## config.mk

```make
export PLATFORM = sky130hd
export DESIGN_NAME = hex_value_printer_flat
export DESIGN_NICKNAME = d
export VERILOG_FILES = /design/src/rtl/hex_value_printer_pkg.sv /design/src/rtl/hex_value_printer_if.sv /design/src/rtl/hex_value_printer_nibble_to_ascii.sv /design/src/rtl/hex_value_printer.sv /design/src/flat_wrapper.sv
export SDC_FILE = /design/constraint.sdc
export NUM_CORES = 1
export LEC_CHECK = 0
export CORE_MARGIN = 1.5
export CORE_UTILIZATION = 30
export CTS_CLUSTER_DIAMETER = 200
export DETAILED_ROUTE_END_ITERATION = 6
export SYNTH_ARGS = -nofsm -noshare
export SYNTH_HDL_FRONTEND = slang
export SYNTH_HIERARCHICAL = 1
export SYNTH_SLANG_ARGS = --single-unit
```

## constraint.sdc

```tcl
create_clock -name clk -period 4.1 [get_ports clk]
set_clock_uncertainty 0.1 [all_clocks]
set_input_delay 0.82 -clock clk [delete_from_list [all_inputs] [get_ports clk]]
set_output_delay 0.82 -clock clk [all_outputs]
set_load 0.01 [all_outputs]
```

## src/rtl/hex_value_printer_pkg.sv

```systemverilog
// Shared types and constants for the hex value printer.
package hex_printer_pkg;

  // FSM state encoding; exposed on the debug port of hex_value_printer.
  typedef enum logic [1:0] {
    ST_IDLE   = 2'd0,
    ST_PREFIX = 2'd1,
    ST_DATA   = 2'd2,
    ST_SUFFIX = 2'd3
  } state_t;

  localparam logic [7:0] ASCII_0 = 8'h30;
  localparam logic [7:0] ASCII_A = 8'h41;

  // Ceiling log2, used to size the character index counter.
  function automatic int clog2(input int n);
    int r;
    r = 0;
    while ((1 << r) < n) r = r + 1;
    return r;
  endfunction

endpackage

```

## src/rtl/hex_value_printer_if.sv

```systemverilog
// Byte handshake towards the existing uart_tx.
// Handshake: the printer pulses new_tx_data for exactly one cycle with tx_data
// valid in that cycle; it never pulses while tx_busy is high, and never in two
// consecutive cycles, so the UART always has one cycle to raise tx_busy.
interface hex_value_printer_if;
  logic [7:0] tx_data;
  logic       new_tx_data;
  logic       tx_busy;

  modport master (output tx_data, output new_tx_data, input tx_busy);
  modport slave  (input tx_data, input new_tx_data, output tx_busy);
endinterface

```

## src/rtl/hex_value_printer_nibble_to_ascii.sv

```systemverilog
// Maps one hex nibble to its uppercase ASCII character.
module nibble_to_ascii
  import hex_printer_pkg::*;
(
  input  logic [3:0] nibble,
  output logic [7:0] ascii
);

  // 0..9 map onto '0'..'9', 10..15 onto 'A'..'F'.
  always_comb begin
    if (nibble < 4'd10) ascii = ASCII_0 + {4'b0000, nibble};
    else                ascii = ASCII_A + {4'b0000, nibble} - 8'd10;
  end

endmodule

```

## src/rtl/hex_value_printer.sv

```systemverilog
// Prints PREFIX, a latched value as uppercase hex, then SUFFIX to the UART.
// Optional macro HEX_PRINTER_ZERO_SUPPRESS_EN: skip leading zero digits
// (the least significant digit is always printed).
module hex_value_printer
  import hex_printer_pkg::*;
#(
  parameter int DATA_WIDTH = 16,
  parameter int PREFIX_LEN = 8,
  parameter logic [8*((PREFIX_LEN > 0) ? PREFIX_LEN : 1)-1:0] PREFIX = "Value = ",
  parameter int SUFFIX_LEN = 2,
  parameter logic [8*((SUFFIX_LEN > 0) ? SUFFIX_LEN : 1)-1:0] SUFFIX = "\r\n"
)(
  input  logic                  clk,
  input  logic                  rst,
  input  logic                  trigger,
  input  logic [DATA_WIDTH-1:0] value,
  hex_value_printer_if.master   tx_if,
  output logic                  busy,
  output logic                  done,
  output state_t                dbg_state
);

  localparam int NDIG  = DATA_WIDTH / 4;
  localparam int PA    = (PREFIX_LEN > 0) ? PREFIX_LEN : 1;
  localparam int SA    = (SUFFIX_LEN > 0) ? SUFFIX_LEN : 1;
  localparam int MAXC  = (PA > NDIG) ? ((PA > SA) ? PA : SA) : ((NDIG > SA) ? NDIG : SA);
  localparam int IDX_W = (clog2(MAXC) > 0) ? clog2(MAXC) : 1;
  localparam logic [IDX_W-1:0] P_LAST = IDX_W'(PA - 1);
  localparam logic [IDX_W-1:0] D_LAST = IDX_W'(NDIG - 1);
  localparam logic [IDX_W-1:0] S_LAST = IDX_W'(SA - 1);

  state_t                state_q, state_d;
  logic [IDX_W-1:0]      idx_q, idx_d;
  logic [DATA_WIDTH-1:0] value_q, value_d;
  logic                  trig_q, trig_d;
  logic [7:0]            tx_data_q, tx_data_d;
  logic                  new_tx_q, new_tx_d;
  logic                  busy_q, busy_d;
  logic                  done_q, done_d;

  logic       trig_edge;
  logic       can_issue;
  logic       skip;
  logic [7:0] prefix_char;
  logic [7:0] suffix_char;
  logic [3:0] digit;
  logic [7:0] digit_ascii;

  assign trig_edge = trigger & ~trig_q;
  // A strobe never follows a strobe, so the UART gets a cycle to raise tx_busy.
  assign can_issue = ~tx_if.tx_busy & ~new_tx_q;

  // Select the prefix, suffix and digit addressed by the index counter.
  always_comb begin
    prefix_char = '0;
    suffix_char = '0;
    digit       = '0;
    for (int i = 0; i < PA; i++)
      if (idx_q == IDX_W'(i)) prefix_char = PREFIX[8*(PA-1-i) +: 8];
    for (int i = 0; i < SA; i++)
      if (idx_q == IDX_W'(i)) suffix_char = SUFFIX[8*(SA-1-i) +: 8];
    for (int i = 0; i < NDIG; i++)
      if (idx_q == IDX_W'(i)) digit = value_q[DATA_WIDTH-1-4*i -: 4];
  end

  nibble_to_ascii u_nibble_to_ascii (
    .nibble (digit),
    .ascii  (digit_ascii)
  );

`ifdef HEX_PRINTER_ZERO_SUPPRESS_EN
  logic started_q, started_d;
  assign skip = (state_q == ST_DATA) && !started_q && (digit == 4'd0) && (idx_q != D_LAST);
`else
  assign skip = 1'b0;
`endif

  // Next-state logic: accept edges in IDLE, issue one byte per permitted cycle.
  always_comb begin
    state_d   = state_q;
    idx_d     = idx_q;
    value_d   = value_q;
    trig_d    = trigger;
    tx_data_d = tx_data_q;
    new_tx_d  = 1'b0;
    busy_d    = busy_q;
    done_d    = 1'b0;
    case (state_q)
      ST_IDLE: begin
        if (trig_edge) begin
          value_d = value;
          busy_d  = 1'b1;
          idx_d   = '0;
          state_d = (PREFIX_LEN > 0) ? ST_PREFIX : ST_DATA;
        end
      end
      ST_PREFIX: begin
        if (can_issue) begin
          tx_data_d = prefix_char;
          new_tx_d  = 1'b1;
          if (idx_q == P_LAST) begin
            state_d = ST_DATA;
            idx_d   = '0;
          end else begin
            idx_d = idx_q + IDX_W'(1);
          end
        end
      end
      ST_DATA: begin
        if (skip) begin
          idx_d = idx_q + IDX_W'(1);
        end else if (can_issue) begin
          tx_data_d = digit_ascii;
          new_tx_d  = 1'b1;
          if (idx_q == D_LAST) begin
            idx_d = '0;
            if (SUFFIX_LEN > 0) begin
              state_d = ST_SUFFIX;
            end else begin
              state_d = ST_IDLE;
              busy_d  = 1'b0;
              done_d  = 1'b1;
            end
          end else begin
            idx_d = idx_q + IDX_W'(1);
          end
        end
      end
      ST_SUFFIX: begin
        if (can_issue) begin
          tx_data_d = suffix_char;
          new_tx_d  = 1'b1;
          if (idx_q == S_LAST) begin
            idx_d   = '0;
            state_d = ST_IDLE;
            busy_d  = 1'b0;
            done_d  = 1'b1;
          end else begin
            idx_d = idx_q + IDX_W'(1);
          end
        end
      end
      default: state_d = ST_IDLE;
    endcase
`ifdef HEX_PRINTER_ZERO_SUPPRESS_EN
    started_d = started_q;
    if (new_tx_d && (state_q == ST_DATA)) started_d = 1'b1;
    if (state_d != ST_DATA)               started_d = 1'b0;
`endif
  end

  // State and registered outputs; reset abandons any message in flight.
  always_ff @(posedge clk or posedge rst) begin
    if (rst) begin
      state_q   <= ST_IDLE;
      idx_q     <= '0;
      value_q   <= '0;
      trig_q    <= 1'b0;
      tx_data_q <= '0;
      new_tx_q  <= 1'b0;
      busy_q    <= 1'b0;
      done_q    <= 1'b0;
`ifdef HEX_PRINTER_ZERO_SUPPRESS_EN
      started_q <= 1'b0;
`endif
    end else begin
      state_q   <= state_d;
      idx_q     <= idx_d;
      value_q   <= value_d;
      trig_q    <= trig_d;
      tx_data_q <= tx_data_d;
      new_tx_q  <= new_tx_d;
      busy_q    <= busy_d;
      done_q    <= done_d;
`ifdef HEX_PRINTER_ZERO_SUPPRESS_EN
      started_q <= started_d;
`endif
    end
  end

  assign tx_if.tx_data     = tx_data_q;
  assign tx_if.new_tx_data = new_tx_q;
  assign busy              = busy_q;
  assign done              = done_q;
  assign dbg_state         = state_q;

endmodule

```

## src/flat_wrapper.sv

```systemverilog
// flat-port wrapper written by rule: the top's interface ports become plain ports
module hex_value_printer_flat import hex_printer_pkg::*;
#(
  parameter int DATA_WIDTH = 16,
  parameter int PREFIX_LEN = 8,
  parameter logic [8*((PREFIX_LEN > 0) ? PREFIX_LEN : 1)-1:0] PREFIX = "        ",
  parameter int SUFFIX_LEN = 2,
  parameter logic [8*((SUFFIX_LEN > 0) ? SUFFIX_LEN : 1)-1:0] SUFFIX = "    "
)
  (clk, rst, trigger, value, busy, done, dbg_state, tx_if_tx_data, tx_if_new_tx_data, tx_if_tx_busy);
  hex_value_printer_if tx_if_i ();
  input  logic clk;
  input  logic rst;
  input  logic trigger;
  input  logic [DATA_WIDTH-1:0] value;
  output logic busy;
  output logic done;
  output state_t dbg_state;
  output wire logic [$bits(tx_if_i.tx_data)-1:0] tx_if_tx_data;
  output wire logic [$bits(tx_if_i.new_tx_data)-1:0] tx_if_new_tx_data;
  input wire logic [$bits(tx_if_i.tx_busy)-1:0] tx_if_tx_busy;
  assign tx_if_tx_data = tx_if_i.tx_data;
  assign tx_if_new_tx_data = tx_if_i.new_tx_data;
  assign tx_if_i.tx_busy = tx_if_tx_busy;
  hex_value_printer #(.DATA_WIDTH(DATA_WIDTH), .PREFIX_LEN(PREFIX_LEN), .PREFIX(PREFIX), .SUFFIX_LEN(SUFFIX_LEN), .SUFFIX(SUFFIX)) u_core (.clk(clk), .rst(rst), .trigger(trigger), .value(value), .tx_if(tx_if_i), .busy(busy), .done(done), .dbg_state(dbg_state));
endmodule
```

==> results of run 1 <==
## where the power goes
group	switching, mW	internal, mW	leakage, nW
Clock	0.111	0.120	0.0395
Combinational	0.459	0.445	0.544
Sequential	0.0914	0.468	0.413
## cell usage after synthesis, drive strengths merged (3+ instances only)
library cell	count	area, um^2
a21oi	7	35.0
a32o	4	40.0
buf	4	33.8
clkbuf	3	12.5
dfrtp	33	826
ha	12	150
inv	13	48.8
mux2	18	206
nand2	24	90.1
nand2b	6	37.5
nand3	8	40.0
nor2	8	32.5
o21ai	12	63.8
## layer usage
| layer | vias up | GRT usage, % | wire [um] |
|---|---|---|---|
| li1 | 659 | - | - |
| met1 | 616 | 14.5 | 1600 |
| met2 | 20 | 20.8 | 1740 |
| met3 | 4 | 3.52 | 118 |
| met4 | 0 | 5.34 | 32 |
| met5 | - | 0 | 0 |
## registers in the layout, indices dropped and copies added, names as in the netlist
signal and flops:
u_core/tx_if.tx_data 8, u_core/idx_q 3, u_core/busy 1, u_core/tx_if.new_tx_data 1, u_core/done 1, u_core/trig_q 1, u_core/dbg_state 2, u_core/value_q 16
## final cells by class
type / instances / area (um^2) / share of cell area [%]
tap: 75 / 93.8 / 4.16
inverter: 13 / 48.8 / 2.16
multi-input combinational: 120 / 882 / 39.1
timing repair buffer: 33 / 328 / 14.5
clock buffer: 8 / 80.1 / 3.55
sequential: 33 / 826 / 36.6
## final timing paths
kind,to,slack [ns],depth (start not counted)
setup / recovery,u_core/tx_if.tx_data[6],1.67,10
hold / removal,u_core/tx_if.tx_data[7],0.37,2
setup reg to reg,u_core/tx_if.tx_data[6],1.67,10
hold reg to reg,u_core/tx_if.tx_data[7],0.37,2
max in group asynchronous,u_core/value_q[8],2.77,3
min in group asynchronous,u_core/tx_if.tx_data[6],0.82,3
## logic make-up (layout without fill, tap and decap cells)
kind of cell / count (synthesis) / after routing
simple gates: 52 / 52
compound gates: 34 / 34
flops: 33 / 33
mux: 20 / 20
buf+inv: 20 / 54
fa+ha+maj: 12 / 12
other cells: 1 / 1
xor+xnor: 1 / 1
## worst max-delay path: stages, from the launching register on
cell	delay, ns
dfrtp_1	0.42
ha_1	0.25
ha_1	0.27
nor2_1	0.23
a32o_1	0.34
inv_1	0.07
ha_1	0.21
and2b_1	0.21
o21a_1	0.10
nand3_1	0.07
nand2_1	0.10
## through the flow
| step | hold WS (ns) | total power, mW | worst slack (ns) | util, % |
|---|---|---|---|---|
| 6_report | 0.369 | 1.70 | 1.67 | 38.6 |
| 3_5_place_dp | 0.359 | 1.48 | 1.43 | 37.2 |
| 2_1_floorplan | 0.370 | 1.23 | 1.90 | - |
| 5_1_grt | 0.394 | 1.85 | 1.46 | 38.6 |
| 4_1_cts | 0.378 | 1.72 | 1.64 | 38.6 |
| 3_3_place_gp | 0.355 | 1.46 | 1.46 | 37.2 |
==> summary.md, run 1 <==
| Metric | Value |
|---|---|
| Post-CTS Setup Bufs | 0 |
| Most frequent cells in the layout | dfrtp_1, clkdlybuf4s50_1, nand2_1, mux2_2 |
| Critical Path RT | 4.22 ns |
| Clock Tree Root | clkbuf_8 |
| Final period utilization | 59.2% |
| Clock latency at the later pin of the worst-skew pair | 0.28 ns |
| TritonRoute pass-1 iters | 4 |
| Total CTS buffers | 5 |
| Crit path DAT | 2.55 ns |
| Post-route setup TNS | 0 ns |
| Drt drc | 0 |
| Violation count after the first detailed-routing iteration | 67 |
| Final-report hold violation count | 0 |
| Netlist cell types | 37 |
| Placed Area | 2180 um^2 |
| Synth Area in Compound Gates | 13.1% |
| Largest family of logic cells by synthesized area | simple AND/OR/NAND/NOR gates |
| GPL Wtd Cong | 0.816 |
| Tmin final | 2.43 ns |
| Adder and majority gate portion of the synthesized area | 8.33% |
| Worst setup SP type | flop |
| Detail Route Antenna Nets | 0 |
| Pwr/cell area | 751 nW/um^2 |
| Max-slew headroom | 48.1% |
| Routed wire length | 3490 um |
| Clk buf depth | 2 |
| Ant. Diodes | 0 |
| Via density | 4.61 |
| Placed Instances | 274 |
| Hold path startpoint | u_core/tx_if.tx_data[7] |
| Worst-path clk slew | 0.07 ns |
| Area growth from synthesis to layout | 25.3% |
| First-pass GRT wire length | 6020 um |
| Cells resized by post-CTS repair | 0 |
| Die X | 80.5 um |
| Run status | complete, no violations |
| H-tree depth | 2 |
| Core Box Area | 5850 um^2 |
| Crit end category | flop |
| # rows | 28 |
| Port Buffers | 32 |
| IR drop worst, VDD | 0.246 mV |
| Initial antenna violation count | 0 |
| Cells after Synth | 173 |
| Synth Area in XOR/XNOR | 0.486% |
| Avg WL per Cell | 12.4 um |
| Worst setup startpoint | u_core/idx_q[0] |
| Die area | 6480 um^2 |
| Max Cap Viol | 0 |
| Mux contribution to synthesized area | 12.6% |
| Simple-gate area share of the yosys netlist | 14.2% |
| Most common cell after layout, fill and taps aside | dfrtp_1 |
| Post-synthesis sequential area ratio | 45.8% |
| Detail Placement HPWL | 2520 um |
| IO Pins | 33 |
| Filler instances | 601 |
| Leakage Power | 0.996 nW |
| Die Y | 80.5 um |
| Mapped Nets | 205 |
| Initial Util | 30.8% |
| Fin cells | 282 |
| Finished Cell Area | 2260 um^2 |
| Hold Path Class | flop to flop |
| Mean Syn Cell Area | 10.4 um^2 |
| Crit Reg-Reg Startpoint | u_core/idx_q[0] |
| RSZ-0062 raised after global routing | false |
| GRT Util Overall | 12.3% |
| Ys async rst share | 100% |
| Post-synthesis register bit count | 33 |
| Main flop type after synthesis | dfrtp_1 |
| Share of layout cells above drive strength 1 | 15.0% |
| Sink Count | 33 |
| Synthesized area | 1800 um^2 |
| Final setup fails | 0 |
| Post-synth EDFFs | 0 |
| Max frequency | 412 MHz |
| Vias | 1299 |
| # hold bufs at CTS | 0 |
| Yosys warns | 6 |
| WS Path Type | flop to flop |
| Nets@finish | 238 |
| Worst-margin pin slew | 0.773 ns |
| Vias in the first global route | 1341 |
| CP max FO | 6 |
| Slew Limit Fails | 0 |
| Pin count of the biggest net entering global routing | 34 |
| CTS tree | built |
| Grt ovf | 0 |
(Power assumes the default switching activity.)
==> inputs of run 2 (changes only) <==
- clock period: 4.1 -> 2.4 ns (I/O delays scaled with it)
==> run 2 against run 1 <==
Clock power is 77% higher. Maximum frequency is 9.2% higher. Non-clock buffer count is 6 higher. Clock-buffer cell count is 1 lower. Via count is 5.2% higher. Routed wire length is 0.14% lower. Worst hold slack better by 0.0025 ns. Global-route usage is 0.18 points higher. Die area stayed put. Sequential share of layout area is 0.95 points lower. Worst setup slack worse by 1.5 ns. Critical path type unchanged.
==> summary.md, run 2 (synthesized netlist as in run 1, its figures left out) <==
| Metric | Value |
|---|---|
| Detail Route Antenna Nets | 0 (unchanged) |
| Filler instances | 586 (was 601) |
| Post-route setup TNS | 0 ns (unchanged) |
| Area growth from synthesis to layout | 28.8% (was 25.3%) |
| Detail Placement HPWL | 2690 um (was 2520 um) |
| R2r setup slk | 0.18 ns (was 1.67 ns) |
| Die X | 80.5 um (unchanged) |
| Post-CTS Setup Bufs | 0 (unchanged) |
| Routing usage on met1 | 16.5% (was 14.5%) |
| Worst-path clk slew | 0.06 ns (was 0.07 ns) |
| Largest Register | u_core/value_q (unchanged) |
| Share of layout cells above drive strength 1 | 20.8% (was 15.0%) |
| Clock latency at the later pin of the worst-skew pair | 0.28 ns (about the same) |
| Worst setup SP type | flop (unchanged) |
| Slew Limit Fails | 0 (unchanged) |
| Grt met3 use | 3.41% (was 3.52%) |
| Ant. Diodes | 0 (unchanged) |
| Vias | 1366 (was 1299) |
| Via density | 4.76 (was 4.61) |
| IO Pins | 33 (unchanged) |
| GRT Util Overall | 12.5% (was 12.3%) |
| Clock Tree Root | clkbuf_8 (unchanged) |
| TritonRoute pass-1 iters | 4 (unchanged) |
| Max Cap Viol | 0 (unchanged) |
| Most used routing layer in global routing | met2 (unchanged) |
| Final period utilization | 92.6% (was 59.2%) |
| Total CTS buffers | 5 (unchanged) |
| Final-report hold violation count | 0 (unchanged) |
| GPL Wtd Cong | 0.785 (was 0.816) |
| Grt ovf | 0 (unchanged) |
| Port Buffers | 32 (unchanged) |
| Violation count after the first detailed-routing iteration | 54 (was 67) |
| IR drop worst, VDD | 0.570 mV (was 0.246 mV) |
| Max-slew headroom | 66.5% (was 48.1%) |
| Routed wire length | 3480 um (was 3490 um) |
| First-pass GRT wire length | 6140 um (was 6020 um) |
| Crit end category | flop (unchanged) |
| Run status | complete, no violations (unchanged) |
| Max reg flops | 16 (unchanged) |
| Die Y | 80.5 um (unchanged) |
| Area of the multi-input gates | 893 um^2 (was 882 um^2) |
| Drt drc | 0 (unchanged) |
| WS Path Type | flop to flop (unchanged) |
| Avg WL per Cell | 12.1 um (was 12.4 um) |
| Max frequency | 450 MHz (was 412 MHz) |
| M2 GR Usage | 19.7% (was 20.8%) |
| Clk buf depth | 2 (unchanged) |
| CTS tree | built (unchanged) |
| Sequential Area | 827 um^2 (was 826 um^2) |
| Vias in the first global route | 1299 (was 1341) |
| Crit path DAT | 2.29 ns (was 2.55 ns) |
| H-tree depth | 2 (unchanged) |
| # rows | 28 (unchanged) |
| Pwr/cell area | 1300 nW/um^2 (was 751 nW/um^2) |
| Initial Util | 30.8% (unchanged) |
| Pin count of the biggest net entering global routing | 34 (unchanged) |
| Overall Power | 3.01 mW (was 1.70 mW) |
| CP max FO | 10 (was 6) |
| Nets@finish | 244 (was 238) |
| Initial antenna violation count | 0 (unchanged) |
| Most frequent cells in the layout | clkdlybuf4s50_1, dfrtp_1, nand2_1, mux2_2, inv_1 (was dfrtp_1, clkdlybuf4s50_1, nand2_1, mux2_2) |
| Tmin final | 2.22 ns (was 2.43 ns) |
| Leakage Power | 1.03 nW (was 0.996 nW) |
| Final setup fails | 0 (unchanged) |
| Sink Count | 33 (unchanged) |
| Die area | 6480 um^2 (unchanged) |
| Critical Path RT | 2.47 ns (was 4.22 ns) |
| RSZ-0062 raised after global routing | false (unchanged) |
| Core Box Area | 5850 um^2 (unchanged) |
| Worst-margin pin slew | 0.499 ns (was 0.773 ns) |
| Hold Path Class | flop to flop (unchanged) |
run 2: cell type report:
type | count | area share [%]
Multi-Input combinational cell | 120 | 38.5
Tap cell | 75 | 4.04
Sequential cell | 33 | 35.6
Clock buffer | 7 | 3.72
Inverter | 13 | 2.10
Timing Repair Buffer | 39 | 16.1
run 2: power by group:
part	leakage [nW]	switching [mW]	total, mW	internal (mW)
clock	0.0443	0.181	0.408	0.227
sequential	0.411	0.149	0.950	0.801
combinational	0.575	0.819	1.66	0.837
run 2: layer usage:
| layer | vias to the layer above | part of all wire, % |
|---|---|---|
| met2 | 29 | 50 |
| met3 | 5 | 3.8 |
| li1 | 675 | - |
| met4 | 0 | 1.3 |
| met1 | 657 | 45 |
| met5 | - | 0 |
run 2: through the flow:
stage                     setup slack, ns  hold slack (ns)  util (%)  instances  instance area, um^2
final                               0.177            0.372      39.7        287                 2320
after global routing              0.00396            0.420      39.7        287                 2320
after CTS                          0.0475            0.379      39.5        287                 2310
after detailed placement           0.0672            0.361      38.0        280                 2220
after global placement              0.121            0.359      38.0        280                 2220
after floorplan                     0.198            0.370         -        173                 1800
run 2: what timing repair did:
action	4_1_cts	5_1_grt
gates resized for setup	0	6
endpoints found under the hold margin	0	0
endpoints found under the setup margin	0	5
hold buffers	0	0
run 2: worst max-delay path: stages (launching register included):
cell	delay, ns
dfrtp_1	0.40
inv_1	0.11
ha_2	0.25
a21oi_1	0.13
o21ai_0	0.09
a32o_2	0.32
inv_1	0.06
ha_1	0.17
and2b_1	0.20
o21a_1	0.16
nand3_1	0.07
nand2_1	0.05
run 2: final timing paths:
check,from,cells after the start,end
max in group asynchronous,rst,3,u_core/idx_q[0]
worst min register to register,u_core/tx_if.tx_data[0],2,u_core/tx_if.tx_data[0]
worst min-delay path,u_core/tx_if.tx_data[0],2,u_core/tx_if.tx_data[0]
worst max register to register,u_core/idx_q[1],11,u_core/tx_if.tx_data[6]
worst max-delay path,u_core/idx_q[1],11,u_core/tx_if.tx_data[6]
min in group asynchronous,rst,3,u_core/tx_if.tx_data[2]
==> inputs of run 3 (changes only) <==
- PLACE_DENSITY: not set -> 0.6
- TNS_END_PERCENT: not set -> 1
==> results of run 3 <==
The final DEF is identical to that of run 2; final timing and power are the same.
